==> config.mk <==
export PLATFORM = sky130hd
export DESIGN_NAME = pipeline_hazard_ctrl
export DESIGN_NICKNAME = d
export VERILOG_FILES = /design/src/rtl/pipeline_hazard_ctrl_pkg.sv /design/src/rtl/pipeline_hazard_ctrl_fwd_match.sv /design/src/rtl/pipeline_hazard_ctrl.sv
export SDC_FILE = /design/constraint.sdc
export NUM_CORES = 1
export LEC_CHECK = 0
export CORE_UTILIZATION = 38
export CTS_BUF_LIST = sky130_fd_sc_hd__clkbuf_16
export CTS_CLUSTER_DIAMETER = 80
export DETAILED_ROUTE_END_ITERATION = 10
export PLACE_DENSITY = 0.65
export SLEW_MARGIN = 5
export SYNTH_ARGS = -nofsm -noshare
export SYNTH_HDL_FRONTEND = slang
export SYNTH_SLANG_ARGS = --single-unit
export TNS_END_PERCENT = 1
==> constraint.sdc <==
create_clock -name clk -period 1.75 [get_ports clk]
set_input_delay 0.2625 -clock clk [delete_from_list [all_inputs] [get_ports clk]]
set_output_delay 0.2625 -clock clk [all_outputs]
set_load 0.02 [all_outputs]
==> src/rtl/pipeline_hazard_ctrl_pkg.sv <==
// Shared types and constants for the pipeline hazard/forwarding controller.
package pipeline_hazard_ctrl_pkg;

    localparam int unsigned SLOT_REG_W = 8;
    localparam int unsigned FWD_SEL_RF = 0;

    typedef struct packed {
        logic                  valid;
        logic [SLOT_REG_W-1:0] rd;
        logic                  regwrite;
        logic                  memread;
        logic [SLOT_REG_W-1:0] rs1;
        logic [SLOT_REG_W-1:0] rs2;
        logic                  use_rs1;
        logic                  use_rs2;
    } hazard_slot_t;

    // Legal configurations: load data must surface inside the forwarding window.
    function automatic bit hazard_params_ok(input int unsigned reg_addr_w,
                                            input int unsigned fwd_stages,
                                            input int unsigned load_lat,
                                            input int unsigned branch_stage);
        return (reg_addr_w >= 1) && (reg_addr_w <= SLOT_REG_W) &&
               (fwd_stages >= 1) && (fwd_stages <= 6) &&
               (load_lat + 1 <= fwd_stages) &&
               (branch_stage <= fwd_stages);
    endfunction

endpackage

==> src/rtl/pipeline_hazard_ctrl_fwd_match.sv <==
// Per-operand forward select: youngest valid producer of the EX source register.
module hazard_fwd_match
    import pipeline_hazard_ctrl_pkg::*;
#(
    parameter int unsigned FWD_STAGES = 2,
    parameter int unsigned FWD_W      = $clog2(FWD_STAGES + 1)
) (
    input  hazard_slot_t [FWD_STAGES:0] slots,
    input  logic [SLOT_REG_W-1:0]       rs,
    input  logic                        use_rs,
    output logic [FWD_W-1:0]            sel_c
);

    // Only a few slot fields feed the comparator; the rest are tied off here.
    logic unused_slot_bits;
    assign unused_slot_bits = ^slots;

    // Scan oldest to youngest so the lowest matching slot is the one kept.
    always_comb begin
        sel_c = FWD_W'(FWD_SEL_RF);
        if (slots[0].valid && use_rs && (rs != '0)) begin
            for (int k = FWD_STAGES; k >= 1; k--) begin
                if (slots[k].valid && slots[k].regwrite && (slots[k].rd == rs)) begin
                    sel_c = FWD_W'(k);
                end
            end
        end
    end

endmodule

==> src/rtl/pipeline_hazard_ctrl.sv <==
// Hazard, forwarding and flush controller tracking in-flight instructions EX..WB.
// Define HAZARD_PERF_EN to add saturating stall_count / flush_count outputs.
module pipeline_hazard_ctrl
    import pipeline_hazard_ctrl_pkg::*;
#(
    parameter int unsigned REG_ADDR_W   = 5,
    parameter int unsigned FWD_STAGES   = 2,
    parameter int unsigned LOAD_LAT     = 1,
    parameter int unsigned BRANCH_STAGE = 1,
    parameter int unsigned FWD_W        = $clog2(FWD_STAGES + 1)
) (
    input  logic                  clk,
    input  logic                  reset,
    input  logic                  id_valid,
    input  logic [REG_ADDR_W-1:0] id_rs1,
    input  logic [REG_ADDR_W-1:0] id_rs2,
    input  logic                  id_use_rs1,
    input  logic                  id_use_rs2,
    input  logic [REG_ADDR_W-1:0] id_rd,
    input  logic                  id_regwrite,
    input  logic                  id_memread,
    input  logic                  branch_taken,
    output logic [FWD_W-1:0]      forward_a,
    output logic [FWD_W-1:0]      forward_b,
    output logic                  pipeline_stall,
    output logic                  pc_write,
    output logic                  if_id_write,
    output logic                  flush
`ifdef HAZARD_PERF_EN
    ,
    output logic [31:0]           stall_count,
    output logic [31:0]           flush_count
`endif
);

    if (!hazard_params_ok(REG_ADDR_W, FWD_STAGES, LOAD_LAT, BRANCH_STAGE)) begin : g_param_err
        $error("pipeline_hazard_ctrl: illegal parameter combination");
    end

    hazard_slot_t [FWD_STAGES:0] slot_q;
    hazard_slot_t [FWD_STAGES:0] slot_d;

    logic [SLOT_REG_W-1:0] id_rs1_w;
    logic [SLOT_REG_W-1:0] id_rs2_w;
    logic [SLOT_REG_W-1:0] id_rd_w;
    logic                  load_hit_c;
    logic                  flush_c;
    logic                  stall_c;

    assign id_rs1_w = SLOT_REG_W'(id_rs1);
    assign id_rs2_w = SLOT_REG_W'(id_rs2);
    assign id_rd_w  = SLOT_REG_W'(id_rd);

    // Load-use: a load still too young to forward writes a register ID reads.
    always_comb begin
        load_hit_c = 1'b0;
        for (int j = 0; j < int'(LOAD_LAT); j++) begin
            if (slot_q[j].valid && slot_q[j].memread) begin
                if (id_use_rs1 && (id_rs1_w != '0) && (slot_q[j].rd == id_rs1_w)) begin
                    load_hit_c = 1'b1;
                end
                if (id_use_rs2 && (id_rs2_w != '0) && (slot_q[j].rd == id_rs2_w)) begin
                    load_hit_c = 1'b1;
                end
            end
        end
        // Held in reset the controller must look idle even if a branch is signalled.
        flush_c = branch_taken & reset;
        stall_c = id_valid & load_hit_c & ~flush_c;
    end

    // Slot shift; a flush kills everything younger than the resolving branch.
    always_comb begin
        slot_d = slot_q;
        slot_d[0].valid    = id_valid & ~stall_c & ~flush_c;
        slot_d[0].rd       = id_rd_w;
        slot_d[0].regwrite = id_regwrite;
        slot_d[0].memread  = id_memread;
        slot_d[0].rs1      = id_rs1_w;
        slot_d[0].rs2      = id_rs2_w;
        slot_d[0].use_rs1  = id_use_rs1;
        slot_d[0].use_rs2  = id_use_rs2;
        for (int k = 1; k <= int'(FWD_STAGES); k++) begin
            slot_d[k] = slot_q[k-1];
            if (flush_c && ((k - 1) < int'(BRANCH_STAGE))) begin
                slot_d[k].valid = 1'b0;
            end
        end
    end

    always_ff @(posedge clk or negedge reset) begin
        if (!reset) begin
            slot_q <= '0;
        end else begin
            slot_q <= slot_d;
        end
    end

    hazard_fwd_match #(
        .FWD_STAGES (FWD_STAGES),
        .FWD_W      (FWD_W)
    ) u_fwd_a (
        .slots  (slot_q),
        .rs     (slot_q[0].rs1),
        .use_rs (slot_q[0].use_rs1),
        .sel_c  (forward_a)
    );

    hazard_fwd_match #(
        .FWD_STAGES (FWD_STAGES),
        .FWD_W      (FWD_W)
    ) u_fwd_b (
        .slots  (slot_q),
        .rs     (slot_q[0].rs2),
        .use_rs (slot_q[0].use_rs2),
        .sel_c  (forward_b)
    );

    assign pipeline_stall = stall_c;
    assign pc_write       = ~stall_c;
    assign if_id_write    = ~stall_c;
    assign flush          = flush_c;

`ifdef HAZARD_PERF_EN
    logic [31:0] stall_count_q;
    logic [31:0] stall_count_d;
    logic [31:0] flush_count_q;
    logic [31:0] flush_count_d;

    // Saturating event counters.
    always_comb begin
        stall_count_d = stall_count_q;
        flush_count_d = flush_count_q;
        if (stall_c && (stall_count_q != '1)) begin
            stall_count_d = stall_count_q + 32'd1;
        end
        if (flush_c && (flush_count_q != '1)) begin
            flush_count_d = flush_count_q + 32'd1;
        end
    end

    always_ff @(posedge clk or negedge reset) begin
        if (!reset) begin
            stall_count_q <= '0;
            flush_count_q <= '0;
        end else begin
            stall_count_q <= stall_count_d;
            flush_count_q <= flush_count_d;
        end
    end

    assign stall_count = stall_count_q;
    assign flush_count = flush_count_q;
`endif

endmodule
==> results of run 1 <==
-- layout make-up --
class,instances,area [µm²]
clock buffers,5,125
clock inverters,2,7.51
fillers,319,1360
inverters,1,3.75
multi-input cells,65,522
flip-flops and latches,34,851
well taps,46,57.6
repair buffers,52,433
-- layout by cell type, fill, tap and decap left out, types with 2 or more instances in the layout --
cell type	n
nand3_1	2
o211ai_1	2
a21oi_2	2
clkdlybuf4s50_1	14
and2_1	3
xnor2_1	18
buf_2	2
inv_1	3
xor2_1	10
nand4_1	6
dlygate4sd2_1	8
nor4_1	3
nor3_2	6
nand2_1	3
nor2_1	2
buf_4	27
or4_4	3
dfrtp_1	34
clkbuf_16	5
-- cell families (layout without fill, tap and decap cells) --
family                 after synthesis  in the layout  share of synthesized area
AO/OA/AOI/OAI                        6              6                     0.0345
XOR/XNOR                            28             28                      0.183
buffers and inverters                2             60                    0.00839
flip-flops                          34             34                      0.634
AND/OR/NAND/NOR                     31             31                      0.141
-- worst max-delay path, stage by stage, from the launching register on --
cell,delay (ns)
dfrtp_1,0.39
or4_1,0.52
o211ai_1,0.27
nor4_1,0.10
buf_2,0.17
-- power breakdown --
part / internal (mW) / total [mW] / switching [mW]
combinational: 0.117 / 0.199 / 0.0821
clock: 0.505 / 0.767 / 0.263
sequential: 0.830 / 0.867 / 0.0371
-- registers in the layout, indices dropped and copies added (netlist names) --
| signal | count |
|---|---|
| slot_d | 26 |
| slot_q | 8 |
-- routing by layer --
metal	global-route usage	routed length [µm]	vias to the layer above
met3	0.0525	125	7
li1	-	-	466
met2	0.309	1500	26
met5	0	0	-
met4	0.0825	57	0
met1	0.184	1060	460
-- repair_timing --
| item | CTS | global route |
|---|---|---|
| pin swaps | 6 | 3 |
| resized for setup | 50 | 5 |
| endpoints found under the hold margin | 0 | 0 |
| endpoints found under the setup margin | 8 | 7 |
| buffers inserted | 3 | 0 |
-- worst min path at each step --
stage	cells after the start	start	endpoint	slack, ns
finish	1	id_rs2[1]	slot_d[32]	0.29
global route	1	id_rs2[1]	slot_d[32]	0.29
CTS	1	id_rs2[0]	slot_d[31]	0.29
detailed placement	0	slot_d[48]	slot_d[77]	0.37
global placement	0	slot_d[48]	slot_d[77]	0.33
floorplan	0	reset	slot_d[29]	-0.03
-- through the flow --
step                      instance area [µm²]  setup TNS [ns]  cells  setup WS (ns)
after floorplan                          1350               0    101         0.0365
after global placement                   1840           -3.80    195         -0.765
after detailed placement                 1840           -3.95    195         -0.790
after CTS                                1980           -1.28    205         -0.221
after global routing                     2000           -1.73    205         -0.280
final                                    2000           -1.28    205         -0.220
==> results.json, run 1 <==
{
  "startpoint": "slot_d[41]",
  "peakVddDrop_v": 0.000674,
  "wl_per_cell_um": 13.4,
  "clk_latency_ns": 0.27,
  "clk_pin_slew_ns": 0.05,
  "fp.coreArea_um2": 3360,
  "drv_cap": 0,
  "power_density_nw_per_um2": 917,
  "slew_viol_final": 0,
  "rrSetupSlack_ns": 0.44,
  "endpoint_kind": "output pin",
  "power_mw": 1.83,
  "drt_iter0_markers": 13,
  "p_leak_nw": 0.868,
  "synth_common_cells": "34 x dfrtp_1, 18 x xnor2_1, 10 x xor2_1, 6 x nand4_1, 5 x nor3_1",
  "start_util": 0.399,
  "clkSinkCount": 34,
  "crit_required_ns": 1.49,
  "clockBufferDepth": 2,
  "syn-cell-area_um2": 1340,
  "synth_most_common_cell": "dfrtp_1",
  "status": "complete, but fails checks",
  "hold_ws_ns": 0.290,
  "grt_usage": 0.172,
  "fin_crit_sh": 1.13,
  "setup_slack_ns": -0.220,
  "synthFlopType": "dfrtp_1",
  "drive_gt1_frac": 0.296,
  "clock.fmax_mhz": 508,
  "grt_max_degree": 35,
  "io_buffers": 30,
  "areaGrowthSynthToFinish_pct": 48.9,
  "grt_pass1_vias": 1031,
  "fin_util": 0.594,
  "hold_viol": 0,
  "grt_pass1_wl_mm": 4.41,
  "synthTopCellsByArea": "dfrtp_1 63%, xnor2_1 12%, xor2_1 6.5%",
  "nNetsFinal": 182,
  "synth_top_cell_area_share": 0.634,
  "syn_nets": 124,
  "hold_buffers": 0,
  "synth_largest_area_cell": "dfrtp_1",
  "htree_levels": 2,
  "async_flop_share": 1.00,
  "pin_count": 31,
  "path_max_fanout": 3,
  "synth_area_per_cell_um2": 13.3,
  "layout_min_cycle_time_ns": 1.97,
  "skew_ns": 0.00362,
  "seq_area_frac_synth": 0.634,
  "vias_per_cell": 4.68,
  "root_buffer": "clkbuf_16",
  "worstPathArrival_ns": 1.71,
  "start_kind": "flip-flop",
  "gp_congestion": 0.771,
  "postSynthCellCount": 101,
  "worstReg2RegStart": "slot_d[51]",
  "slew_headroom": 0.724,
  "ys_ff_latch": 34,
  "dieArea_um2": 3770,
  "r2r_cells": 5,
  "first_pass_iters": 4,
  "antenna_cells": 0,
  "dr_total_vias": 959,
  "antenna_found_initial": 0,
  "yosys_warnings": 0,
  "fp.dieW_um": 61.4,
  "worst_r2r_endpoint": "slot_q[28]",
  "tightest_slew_ns": 0.415,
  "endpoint": "forward_a[0]",
  "yosysUniqueCellTypes": 20,
  "failed_checks": "setup timing",
  "cts_buffers": 5,
  "setup_viol": 7,
  "criticalPathCategory": "reg -> out",
  "dp_hpwl_mm": 2.21,
  "worst_hold_path_type": "in -> reg",
  "synth-edff-count": 0,
  "cts_tree": "done",
  "drc": 0,
  "rsz0062_at_grt": "yes",
  "fp-row-count": 21,
  "ant_nets": 0,
  "gr-total-overflow": 0,
  "routed_wl_mm": 2.74,
  "die_h_um": 61.4
}
Note: power is estimated with default switching activity, not from simulation.
==> run 2, diff against run 1 <==
--- a/config.mk
+++ b/config.mk
@@ -7,7 +7,6 @@
 export LEC_CHECK = 0
 export CORE_UTILIZATION = 38
 export CTS_BUF_LIST = sky130_fd_sc_hd__clkbuf_16
-export CTS_CLUSTER_DIAMETER = 80
 export DETAILED_ROUTE_END_ITERATION = 10
 export PLACE_DENSITY = 0.65
 export SLEW_MARGIN = 5
==> results of run 2 <==
Final layout, timing and power as in run 1 (identical DEF).
==> run 3, diff against run 2 <==
--- a/config.mk
+++ b/config.mk
@@ -5,10 +5,10 @@
 export SDC_FILE = /design/constraint.sdc
 export NUM_CORES = 1
 export LEC_CHECK = 0
-export CORE_UTILIZATION = 38
+export CORE_UTILIZATION = 48
 export CTS_BUF_LIST = sky130_fd_sc_hd__clkbuf_16
 export DETAILED_ROUTE_END_ITERATION = 10
-export PLACE_DENSITY = 0.65
+export PLACE_DENSITY = 0.79
 export SLEW_MARGIN = 5
 export SYNTH_ARGS = -nofsm -noshare
 export SYNTH_HDL_FRONTEND = slang
==> run 3 against run 2 <==
Compared with the run above: the flow still finishes with violations (setup timing); combinational power up 3%; worst hold slack worse by 0.15 ns; clock skew up 0.0011 ns; clock power up 2%; sequential cell count unchanged; largest cell class unchanged.
==> results.json, run 3 (same netlist as run 1, synthesis figures left out) <==
{
  "worstPathArrival_ns": 1.70,
  "clkSinkCount": 34,
  "peakVddDrop_v": 0.00107,
  "hp-start": "id_rs1[1]",
  "htree_levels": 2,
  "critPathMaxStageDelay_ns": 0.52,
  "min_delay_path_depth": 1,
  "io_buffers": 30,
  "gr-total-overflow": 0,
  "setup_viol": 7,
  "first_pass_iters": 4,
  "start_util": 0.523,
  "grt_max_degree": 35,
  "worstReg2RegStart": "slot_d[51]",
  "endpoint_kind": "output pin",
  "r2r_cells": 5,
  "clk_pin_slew_ns": 0.05,
  "final_cell_mix": "34 x dfrtp_1, 21 x buf_4, 17 x xnor2_1",
  "crit_required_ns": 1.49,
  "layout_min_cycle_time_ns": 1.96,
  "cts_tree": "done",
  "final_common_cell": "dfrtp_1",
  "die_h_um": 54.9,
  "wl_per_cell_um": 15.3,
  "dr_total_vias": 973,
  "nNetsFinal": 181,
  "skew_ns": 0.00469,
  "ant_nets": 0,
  "gp_congestion": 0.768,
  "holdPathEnd": "slot_d[40]",
  "drc": 0,
  "path_buf_inv": 1,
  "fin_util": 0.772,
  "fin_area_um2": 1980,
  "fp.dieW_um": 54.9,
  "postPlaceCellArea_um2": 1800,
  "slew_headroom": 0.726,
  "worst_r2r_endpoint": "slot_q[28]",
  "drive_gt1_frac": 0.304,
  "cp_cell_sequence": "or4_1, o211ai_1, nor3_1, buf_2",
  "grt_pass1_wl_mm": 4.45,
  "failed_checks": "setup timing",
  "path_max_fanout": 2,
  "tightest_slew_ns": 0.411,
  "criticalPathCategory": "reg -> out",
  "p_leak_nw": 0.878,
  "slew_viol_final": 0,
  "vias_per_cell": 5.18,
  "worst_hold_path_type": "in -> reg",
  "areaGrowthSynthToFinish_pct": 47.6,
  "cts_buffers": 5,
  "hold_buffers": 0,
  "grt_usage": 0.237,
  "hold_viol": 0,
  "power_density_nw_per_um2": 936,
  "largest_reg_flops": 26,
  "rsz0062_at_grt": "yes",
  "antenna_found_initial": 0,
  "grt_pass1_vias": 993,
  "root_buffer": "clkbuf_16",
  "worst_path_max_delay_cell": "or4_1",
  "drt_iter0_markers": 1,
  "routed_wl_mm": 2.87,
  "pin_count": 31,
  "fin_crit_sh": 1.12,
  "drv_cap": 0,
  "path_delay_family": "simple AND/OR/NAND/NOR gates",
  "clockBufferDepth": 2,
  "clk_latency_ns": 0.27,
  "pre_cts_slack_ns": -0.822,
  "start_kind": "flip-flop",
  "status": "complete, but fails checks",
  "dieArea_um2": 3010,
  "setup-tns-final_ns": -1.07,
  "clock.fmax_mhz": 511,
  "fp.coreArea_um2": 2570,
  "rrSetupSlack_ns": 0.46,
  "dp_hpwl_mm": 2.07,
  "setup_slack_ns": -0.209,
  "fp-row-count": 18,
  "antenna_cells": 0
}
run 3: worst max-delay path by stage:
stage	cells after the start	start	endpoint	slack, ns
global route	5	slot_d[35]	forward_b[1]	-0.25
detailed placement	6	id_rs1[0]	pc_write	-0.82
finish	4	slot_d[42]	forward_a[1]	-0.21
floorplan	5	id_rs2[0]	pc_write	0.04
global placement	6	id_rs1[0]	pc_write	-0.72
CTS	4	slot_d[42]	forward_a[1]	-0.20
run 3: report_power, final:
group | total (mW) | switching [mW] | internal (mW)
clock | 0.783 | 0.278 | 0.506
combinational | 0.204 | 0.0855 | 0.119
sequential | 0.867 | 0.0379 | 0.830
total | 1.85 | 0.401 | 1.45
run 3: metrics by stage:
| stage | hold slack [ns] | std cells | total power [mW] |
|---|---|---|---|
| 2_1_floorplan | -0.0331 | 101 | 0.947 |
| 3_3_place_gp | 0.334 | 177 | 1.06 |
| 3_5_place_dp | 0.335 | 177 | 1.07 |
| 4_1_cts | 0.230 | 188 | 1.87 |
| 5_1_grt | 0.151 | 188 | 1.93 |
| 6_report | 0.137 | 188 | 1.85 |
run 3: timing repair:
action / 4_1_cts / 5_1_grt
endpoints found under the hold margin: 0 / 0
pin swaps: 16 / 12
buffers inserted: 4 / 0
endpoints found under the setup margin: 8 / 7
gates resized for setup: 59 / 4
run 3: metal layers:
layer | GRT usage | routed length [µm] | vias up
met2 | 0.410 | 1520 | 32
li1 | - | - | 471
met1 | 0.243 | 1140 | 460
met5 | 0 | 0 | -
met4 | 0.162 | 91 | 0
met3 | 0.0694 | 121 | 10
run 3: layout make-up:
type,count,area [µm²]
inverters,1,3.75
clock buffers,5,125
clock inverters,2,7.51
multi-input cells,65,531
repair buffers,51,427
well taps,30,37.5
flip-flops and latches,34,851
fillers,170,586
